`config.mk`:
```
export PLATFORM = sky130hd
export DESIGN_NAME = seg7_display_ctrl_flat
export DESIGN_NICKNAME = d
export VERILOG_FILES = /design/src/rtl/seg7_display_ctrl_pkg.sv /design/src/rtl/seg7_display_ctrl_if.sv /design/src/rtl/seg7_display_ctrl_hex_to_seg7.sv /design/src/rtl/seg7_display_ctrl.sv /design/src/flat_wrapper.sv
export SDC_FILE = /design/constraint.sdc
export NUM_CORES = 1
export LEC_CHECK = 0
export CAP_MARGIN = 5
export CORE_MARGIN = 2
export CORE_UTILIZATION = 40
export CTS_CLUSTER_SIZE = 14
export DETAILED_ROUTE_END_ITERATION = 12
export PLACE_DENSITY_LB_ADDON = 0.08
export SLEW_MARGIN = 10
export SYNTH_ARGS = -nofsm -noshare
export SYNTH_HDL_FRONTEND = slang
export SYNTH_SLANG_ARGS = --single-unit
```
`constraint.sdc`:
```
create_clock -name clk -period 4.6 [get_ports clk]
set_clock_uncertainty 0.1 [all_clocks]
set_input_delay 0.46 -clock clk [delete_from_list [all_inputs] [get_ports clk]]
set_output_delay 0.46 -clock clk [all_outputs]
set_load 0.01 [all_outputs]
```
`src/rtl/seg7_display_ctrl_pkg.sv`:
```
// Shared definitions for the seven-segment display controller: display
// modes, the blank pattern and the active-low gfedcba code for each hex value.
package seg7_pkg;

  localparam logic [6:0] SEG_BLANK = 7'b1111111;

  localparam logic [6:0] SEG_0 = 7'b1000000;
  localparam logic [6:0] SEG_1 = 7'b1111001;
  localparam logic [6:0] SEG_2 = 7'b0100100;
  localparam logic [6:0] SEG_3 = 7'b0110000;
  localparam logic [6:0] SEG_4 = 7'b0011001;
  localparam logic [6:0] SEG_5 = 7'b0010010;
  localparam logic [6:0] SEG_6 = 7'b0000010;
  localparam logic [6:0] SEG_7 = 7'b1111000;
  localparam logic [6:0] SEG_8 = 7'b0000000;
  localparam logic [6:0] SEG_9 = 7'b0010000;
  localparam logic [6:0] SEG_A = 7'b0001000;
  localparam logic [6:0] SEG_B = 7'b0000011;
  localparam logic [6:0] SEG_C = 7'b1000110;
  localparam logic [6:0] SEG_D = 7'b0100001;
  localparam logic [6:0] SEG_E = 7'b0000110;
  localparam logic [6:0] SEG_F = 7'b0001110;

  typedef enum logic {
    DISP_STATIC = 1'b0,
    DISP_SCROLL = 1'b1
  } disp_mode_t;

endpackage

```
`src/rtl/seg7_display_ctrl_if.sv`:
```
// Bundle of control/data signals between the lock FSM (master) and the
// display controller (slave); hex carries the active-low segment pins.
interface seg7_display_ctrl_if
  import seg7_pkg::*;
#(
  parameter int NUM_DIGITS = 6
);

  logic                      enable;
  logic                      load;
  logic [4*NUM_DIGITS-1:0]   digits;
  logic [NUM_DIGITS-1:0]     blank_mask;
  logic [NUM_DIGITS-1:0]     blink_mask;
  logic                      lz_blank;
  disp_mode_t                mode;
  logic [7*NUM_DIGITS-1:0]   hex;

  modport master (
    output enable, load, digits, blank_mask, blink_mask, lz_blank, mode,
    input  hex
  );

  modport slave (
    input  enable, load, digits, blank_mask, blink_mask, lz_blank, mode,
    output hex
  );

endinterface

```
`src/rtl/seg7_display_ctrl_hex_to_seg7.sv`:
```
// Pure combinational hex nibble to active-low gfedcba segment decoder.
module hex_to_seg7
  import seg7_pkg::*;
(
  input  logic [3:0] i_digit,
  output logic [6:0] o_seg
);

  // Map each nibble value onto its segment pattern
  always_comb begin
    o_seg = SEG_BLANK;
    case (i_digit)
      4'h0: o_seg = SEG_0;
      4'h1: o_seg = SEG_1;
      4'h2: o_seg = SEG_2;
      4'h3: o_seg = SEG_3;
      4'h4: o_seg = SEG_4;
      4'h5: o_seg = SEG_5;
      4'h6: o_seg = SEG_6;
      4'h7: o_seg = SEG_7;
      4'h8: o_seg = SEG_8;
      4'h9: o_seg = SEG_9;
      4'hA: o_seg = SEG_A;
      4'hB: o_seg = SEG_B;
      4'hC: o_seg = SEG_C;
      4'hD: o_seg = SEG_D;
      4'hE: o_seg = SEG_E;
      4'hF: o_seg = SEG_F;
      default: o_seg = SEG_BLANK;
    endcase
  end

endmodule

```
`src/rtl/seg7_display_ctrl.sv`:
```
// N-digit seven-segment controller: shadow register for the digit word,
// blink and scroll timers, rotation, masking and registered active-low output.
module seg7_display_ctrl
  import seg7_pkg::*;
#(
  parameter int NUM_DIGITS = 6,
  parameter int BLINK_DIV  = 25_000_000,
  parameter int SCROLL_DIV = 12_500_000
) (
  input logic               clk,
  input logic               rst,
  seg7_display_ctrl_if.slave bus
);

  localparam int BLINK_W  = $clog2(BLINK_DIV);
  localparam int SCROLL_W = $clog2(SCROLL_DIV);
  localparam int OFFSET_W = $clog2(NUM_DIGITS);

  logic [4*NUM_DIGITS-1:0] r_shadow;
  logic [BLINK_W-1:0]      r_blinkCnt;
  logic                    r_blinkPhase;
  logic [SCROLL_W-1:0]     r_scrollCnt;
  logic [OFFSET_W-1:0]     r_offset;
  logic [7*NUM_DIGITS-1:0] r_hex;

  disp_mode_t              w_mode;
  logic                    w_blinkWrap;
  logic                    w_scrollWrap;
  logic                    w_lzActive;
  logic [OFFSET_W-1:0]     w_effOffset;
  logic [4*NUM_DIGITS-1:0] w_rotDigits;
  logic [NUM_DIGITS-1:0]   w_lzBlank;
  logic [7*NUM_DIGITS-1:0] w_decoded;
  logic [7*NUM_DIGITS-1:0] w_nextHex;

  assign w_mode       = bus.mode;
  assign w_blinkWrap  = (r_blinkCnt == BLINK_W'(BLINK_DIV - 1));
  assign w_scrollWrap = (r_scrollCnt == SCROLL_W'(SCROLL_DIV - 1));
  assign w_lzActive   = bus.lz_blank && (w_mode == DISP_STATIC);
  // Static mode always displays unrotated, even on the edge that clears the offset
  assign w_effOffset  = (w_mode == DISP_SCROLL) ? r_offset : '0;
  assign bus.hex      = r_hex;

  // Shadow copy of the digit word, captured only on an enabled load
  always_ff @(posedge clk or posedge rst) begin
    if (rst) begin
      r_shadow <= '0;
    end else if (bus.enable && bus.load) begin
      r_shadow <= bus.digits;
    end else begin
      r_shadow <= r_shadow;
    end
  end

  // Blink timer: phase toggles every BLINK_DIV enabled cycles, restarted by load
  always_ff @(posedge clk or posedge rst) begin
    if (rst) begin
      r_blinkCnt   <= '0;
      r_blinkPhase <= 1'b0;
    end else if (!bus.enable) begin
      r_blinkCnt   <= r_blinkCnt;
      r_blinkPhase <= r_blinkPhase;
    end else if (bus.load) begin
      r_blinkCnt   <= '0;
      r_blinkPhase <= 1'b0;
    end else if (w_blinkWrap) begin
      r_blinkCnt   <= '0;
      r_blinkPhase <= ~r_blinkPhase;
    end else begin
      r_blinkCnt   <= r_blinkCnt + BLINK_W'(1);
      r_blinkPhase <= r_blinkPhase;
    end
  end

  // Scroll timer: advances the rotation offset every SCROLL_DIV cycles in scroll mode
  always_ff @(posedge clk or posedge rst) begin
    if (rst) begin
      r_scrollCnt <= '0;
      r_offset    <= '0;
    end else if (!bus.enable) begin
      r_scrollCnt <= r_scrollCnt;
      r_offset    <= r_offset;
    end else if (bus.load || (w_mode == DISP_STATIC)) begin
      r_scrollCnt <= '0;
      r_offset    <= '0;
    end else if (w_scrollWrap) begin
      r_scrollCnt <= '0;
      r_offset    <= (r_offset == OFFSET_W'(NUM_DIGITS - 1)) ? '0 : r_offset + OFFSET_W'(1);
    end else begin
      r_scrollCnt <= r_scrollCnt + SCROLL_W'(1);
      r_offset    <= r_offset;
    end
  end

  // Left rotation: position p shows shadow digit (p - offset) mod NUM_DIGITS
  always_comb begin
    int src;
    src = 0;
    w_rotDigits = '0;
    for (int p = 0; p < NUM_DIGITS; p++) begin
      src = p - int'(w_effOffset);
      if (src < 0) src = src + NUM_DIGITS;
      w_rotDigits[4*p +: 4] = r_shadow[4*src +: 4];
    end
  end

  // Leading-zero map: blank from the top down until the first nonzero digit, never digit 0
  always_comb begin
    logic seenNonzero;
    seenNonzero = 1'b0;
    w_lzBlank = '0;
    for (int p = NUM_DIGITS - 1; p >= 1; p--) begin
      if (r_shadow[4*p +: 4] != 4'h0) seenNonzero = 1'b1;
      w_lzBlank[p] = ~seenNonzero;
    end
  end

  genvar g;
  generate
    for (g = 0; g < NUM_DIGITS; g++) begin : g_dec
      hex_to_seg7 u_dec (
        .i_digit (w_rotDigits[4*g +: 4]),
        .o_seg   (w_decoded[7*g +: 7])
      );
    end
  endgenerate

  // Per-position priority: forced blank, then blink-off phase, then leading zero, then decode
  always_comb begin
    w_nextHex = '0;
    for (int p = 0; p < NUM_DIGITS; p++) begin
      if (bus.blank_mask[p]) begin
        w_nextHex[7*p +: 7] = SEG_BLANK;
      end else if (r_blinkPhase && bus.blink_mask[p]) begin
        w_nextHex[7*p +: 7] = SEG_BLANK;
      end else if (w_lzActive && w_lzBlank[p]) begin
        w_nextHex[7*p +: 7] = SEG_BLANK;
      end else begin
        w_nextHex[7*p +: 7] = w_decoded[7*p +: 7];
      end
    end
  end

  // Registered segment outputs, all dark while in reset
  always_ff @(posedge clk or posedge rst) begin
    if (rst) begin
      r_hex <= {NUM_DIGITS{SEG_BLANK}};
    end else if (bus.enable) begin
      r_hex <= w_nextHex;
    end else begin
      r_hex <= r_hex;
    end
  end

endmodule

```
`src/flat_wrapper.sv`:
```
// flat-port wrapper written by rule: the top's interface ports become plain ports
module seg7_display_ctrl_flat import seg7_pkg::*;
#(
  parameter int NUM_DIGITS = 6,
  parameter int BLINK_DIV  = 25_000_000,
  parameter int SCROLL_DIV = 12_500_000
)
  (clk, rst, bus_enable, bus_load, bus_digits, bus_blank_mask, bus_blink_mask, bus_lz_blank, bus_mode, bus_hex);
  seg7_display_ctrl_if #(.NUM_DIGITS(NUM_DIGITS)) bus_i ();
  input logic clk;
  input logic rst;
  input wire logic [$bits(bus_i.enable)-1:0] bus_enable;
  input wire logic [$bits(bus_i.load)-1:0] bus_load;
  input wire logic [$bits(bus_i.digits)-1:0] bus_digits;
  input wire logic [$bits(bus_i.blank_mask)-1:0] bus_blank_mask;
  input wire logic [$bits(bus_i.blink_mask)-1:0] bus_blink_mask;
  input wire logic [$bits(bus_i.lz_blank)-1:0] bus_lz_blank;
  input wire logic [$bits(bus_i.mode)-1:0] bus_mode;
  output wire logic [$bits(bus_i.hex)-1:0] bus_hex;
  assign bus_i.enable = bus_enable;
  assign bus_i.load = bus_load;
  assign bus_i.digits = bus_digits;
  assign bus_i.blank_mask = bus_blank_mask;
  assign bus_i.blink_mask = bus_blink_mask;
  assign bus_i.lz_blank = bus_lz_blank;
  assign bus_i.mode = bus_mode;
  assign bus_hex = bus_i.hex;
  seg7_display_ctrl #(.NUM_DIGITS(NUM_DIGITS), .BLINK_DIV(BLINK_DIV), .SCROLL_DIV(SCROLL_DIV)) u_core (.clk(clk), .rst(rst), .bus(bus_i));
endmodule
```
==> key figures <==
Yosys
  – Async set or reset register ratio after synthesis: 1.00
  – Syn Inst Count: 899
  – Synth Warn #: 0
  – Number of enable flip-flop cells after synthesis: 0
  – Main flop type after synthesis: dfrtp_1
  – Seq/Total Area, Yosys: 0.355
  – Synth Register Bits: 119
  – Synth Cell Area: 0.00855 mm^2
  – Post-synthesis cell type count: 96
  – Avg Cell Area, Syn: 9.51 um^2
  – Mapped Nets: 984

Clocking
  – CTS Buf Count: 17
  – Clock Latency Late Sink: 0.42 ns
  – CTS Root Cell: clkbuf_16
  – Post-CTS Resized: 0
  – Post-CTS setup buffers: 0
  – Max clock buf depth: 2
  – H-tree levels: 4
  – Clock-pin slew on the worst setup and hold paths: 0.06 ns
  – # hold bufs at CTS: 0
  – CTS tree: done
  – Clock Sinks: 119

Status
  – Status: finished, final reports clean

Timing
  – Fin crit period: 3.93 ns
  – Final hold viol count: 0
  – Setup TNS: 0 ns
  – Max Fclk: 254 MHz
  – Setup Viol. Count Final: 0
  – Worst slew pin tran: 1.04 ns
  – Fin crit share: 0.855
  – Max_slew headroom: 0.304
  – Slew Limit Fails: 0
  – Unrepaired setup endpoints after global routing: no

Final layout
  – Final #Nets: 1069
  – Fillers: 1970
  – Layout Cells excl Fill: 1272
  – Synthesis-to-layout area growth: 20.0%
  – N_diodes: 0
  – Share of layout cells above drive strength 1: 0.174
  – FF+latch area: 0.00303 mm^2
  – Footprint of the multi-input gates: 0.00512 mm^2

Floorplanning
  – Initial Util: 0.407
  – Num ports: 84
  – Die area: 0.0225 mm^2
  – Die Y: 150 um
  – Cell Rows: 53
  – Chip width: 150 um
  – Core ar.: 0.0210 mm^2

Worst hold path
  – Hold Path Origin: u_core.bus.hex[25]$_DFFE_PP1P_
  – HP Class: flop to flop

Pwr
  – PD cells: 402 mW/mm^2
  – Leak Pwr: 0.00428 uW
  – VDD IR max: 0.000228 V

Placement
  – Placer congestion estimate: 0.910
  – Post-DP HPWL: 16400 um
  – Placed cells: 1240
  – IO buf count: 83

Setup path
  – CP Class: input port to flop
  – Slowest stage delay, CP: 0.44 ns
  – Worst setup SP type: input port
  – Crit path from: bus_mode
  – Largest delay contributor family on the critical path: simple AND/OR/NAND/NOR gates
  – Reg2Reg Launch Point: u_core.r_offset[0]$_DFFE_PP0P_
  – Cell Chain, Critical Path: clkdlybuf4s50_1 > and2_4 > inv_4 > ha_1 > and3b_1 > or2_2 > ha_1 > nor2_1 > a31oi_1 > and2_1 > a21oi_1 > a311o_1 > inv_1 > ha_1 > inv_1 > nor3_1 > a2111oi_0 > a211oi_1
  – CP Max Fanout: 7
  – Arr. time, crit path: 4.16 ns
  – CP required: 4.82 ns
  – Slowest-stage cell, CP: clkdlybuf4s50_1
  – Worst path most repeated cell: ha_1
  – Crit path buf inv count: 4
  – Critical Path Sink Type: flop

Global routing
  – Largest net degree at the start of global routing: 63
  – GRT Overall Usage: 0.211
  – Vias in the first global route: 7091
  – First-pass GRT wire length: 37500 um
  – Initial antenna violation count: 0
  – GRT overflow: 0

Detailed routing
  – Final wirelength: 23000 um
  – Avg WL per Cell: 18.1 um
  – DRC viols: 0
  – Via count: 7208
  – Antenna violation net count after detailed routing: 0
  – Via density: 5.67
  – DRT Pass-1 Iters: 5
  – Drt first-iter violations: 438

Flow run
  – Max-cap viol count: 0
==> cells in the mapped netlist, drive strengths merged (10+ instances only) <==
library cell / instances / area [um^2]
inv: 37 / 141
nor3: 29 / 145
or3: 11 / 73.8
dfrtp: 77 / 1930
clkbuf: 13 / 48.8
a211oi: 15 / 130
or2: 10 / 67.6
xnor2: 15 / 131
mux2: 40 / 462
ha: 43 / 538
a221oi: 12 / 111
buf: 26 / 203
dfstp: 42 / 1100
a21oi: 28 / 151
nand4: 11 / 68.8
o21ai: 33 / 169
a31oi: 16 / 115
xor2: 21 / 184
and2: 11 / 71.3
and3: 13 / 81.3
mux2i: 37 / 370
nand3: 32 / 160
nor2: 108 / 408
nand2b: 12 / 75.1
nand2: 58 / 218
==> placed cells by master, fill, tap and decap left out, types with 10 or more instances in the layout <==
cell type | Yosys | layout
and2_1 | 10 | 10
and3_1 | 13 | 13
inv_1 | 36 | 35
a211oi_1 | 13 | 13
nand2_1 | 58 | 58
mux2_2 | 37 | 37
ha_1 | 43 | 43
buf_4 | 6 | 21
dfrtp_1 | 77 | 77
dfstp_2 | 42 | 42
a21oi_1 | 25 | 25
o21ai_0 | 25 | 25
nand2b_1 | 12 | 12
a31oi_1 | 15 | 15
nor3_1 | 29 | 29
nand4_1 | 11 | 11
nand3_1 | 32 | 32
a221oi_1 | 11 | 11
or3_1 | 10 | 10
clkdlybuf4s50_1 | 0 | 82
mux2i_1 | 37 | 37
clkbuf_16 | 0 | 17
xor2_1 | 21 | 21
nor2_1 | 107 | 107
xnor2_1 | 15 | 15
==> worst register-to-register path, cell delays in order (launching register included) <==
cell and delay, ns:
dfrtp_1 0.37, and2_4 0.17, inv_4 0.05, ha_1 0.24
and3b_1 0.21, or2_2 0.30, ha_1 0.29, nor2_1 0.04
a31oi_1 0.24, and2_1 0.30, a21oi_1 0.09, a311o_1 0.40
inv_1 0.10, ha_1 0.23, inv_1 0.09, nor3_1 0.18
a2111oi_0 0.08, a211oi_1 0.25
==> where the power goes <==
| part | switching (uW) | total [uW] | internal [uW] |
|---|---|---|---|
| registers | 125 | 1360 | 1240 |
| clock network | 515 | 1420 | 908 |
| logic | 699 | 1340 | 636 |
==> registers in the layout (all words and copies together), names as in the netlist <==
name and cells:
u_core.bus.hex 42, u_core.r_blinkCnt 25, u_core.r_scrollCnt 24, u_core.r_shadow 24, u_core.r_offset 3, u_core.r_blinkPhase 1
==> through the flow <==
| step | instance area (um^2) | hold slack [ns] | setup WS (ns) | total power [uW] | util |
|---|---|---|---|---|---|
| after floorplan | 8550 | 0.368 | 0.446 | 2240 | - |
| after CTS | 10300 | 0.389 | 0.679 | 4160 | 0.488 |
| after global placement | 9640 | 0.381 | 0.349 | 2700 | 0.459 |
| final | 10300 | 0.386 | 0.665 | 4120 | 0.488 |
| after global routing | 10300 | 0.398 | 0.324 | 4360 | 0.488 |
| after detailed placement | 9640 | 0.378 | 0.259 | 2700 | 0.459 |
==> cell type report <==
| cell class | count | area share |
|---|---|---|
| multi-input cells | 704 | 0.499 |
| flip-flops and latches | 119 | 0.295 |
| repair buffers | 105 | 0.0978 |
| clock buffers | 20 | 0.0426 |
| well taps | 275 | 0.0335 |
| clock inverters | 12 | 0.0172 |
| inverters | 37 | 0.0140 |
==> worst paths after layout <==
check                                               endpoint  slack (ns)  cells past startpoint
min in group asynchronous  u_core.r_blinkCnt[10]$_DFFE_PP0P_        0.45                      2
setup reg to reg               u_core.bus.hex[0]$_DFFE_PP1P_        0.78                     17
max in group asynchronous     u_core.bus.hex[34]$_DFFE_PP1P_        3.09                      3
hold reg to reg               u_core.bus.hex[25]$_DFFE_PP1P_        0.39                      2
setup / recovery               u_core.bus.hex[0]$_DFFE_PP1P_        0.67                     18
hold / removal                u_core.bus.hex[25]$_DFFE_PP1P_        0.39                      2
==> metal layers <==
| layer | vias up | track usage | wire [um] |
|---|---|---|---|
| met3 | 16 | 0.0388 | 1060 |
| met4 | 0 | 0.0538 | 274 |
| met5 | - | 0 | 0 |
| li1 | 3484 | - | - |
| met1 | 3525 | 0.291 | 10800 |
| met2 | 183 | 0.342 | 10800 |
==> cells by family after synthesis <==
family                     after synthesis  synth area share
xor gates and xnor gates                36            0.0369
and+or+nand+nor                        336             0.199
adders and majority gates               43            0.0630
buffers and inverters                   76            0.0460
muxes                                   82             0.111
DFF                                    119             0.355
AOI/OAI and AO/OA                      207             0.190
Power figures use the tool's default switching activity.
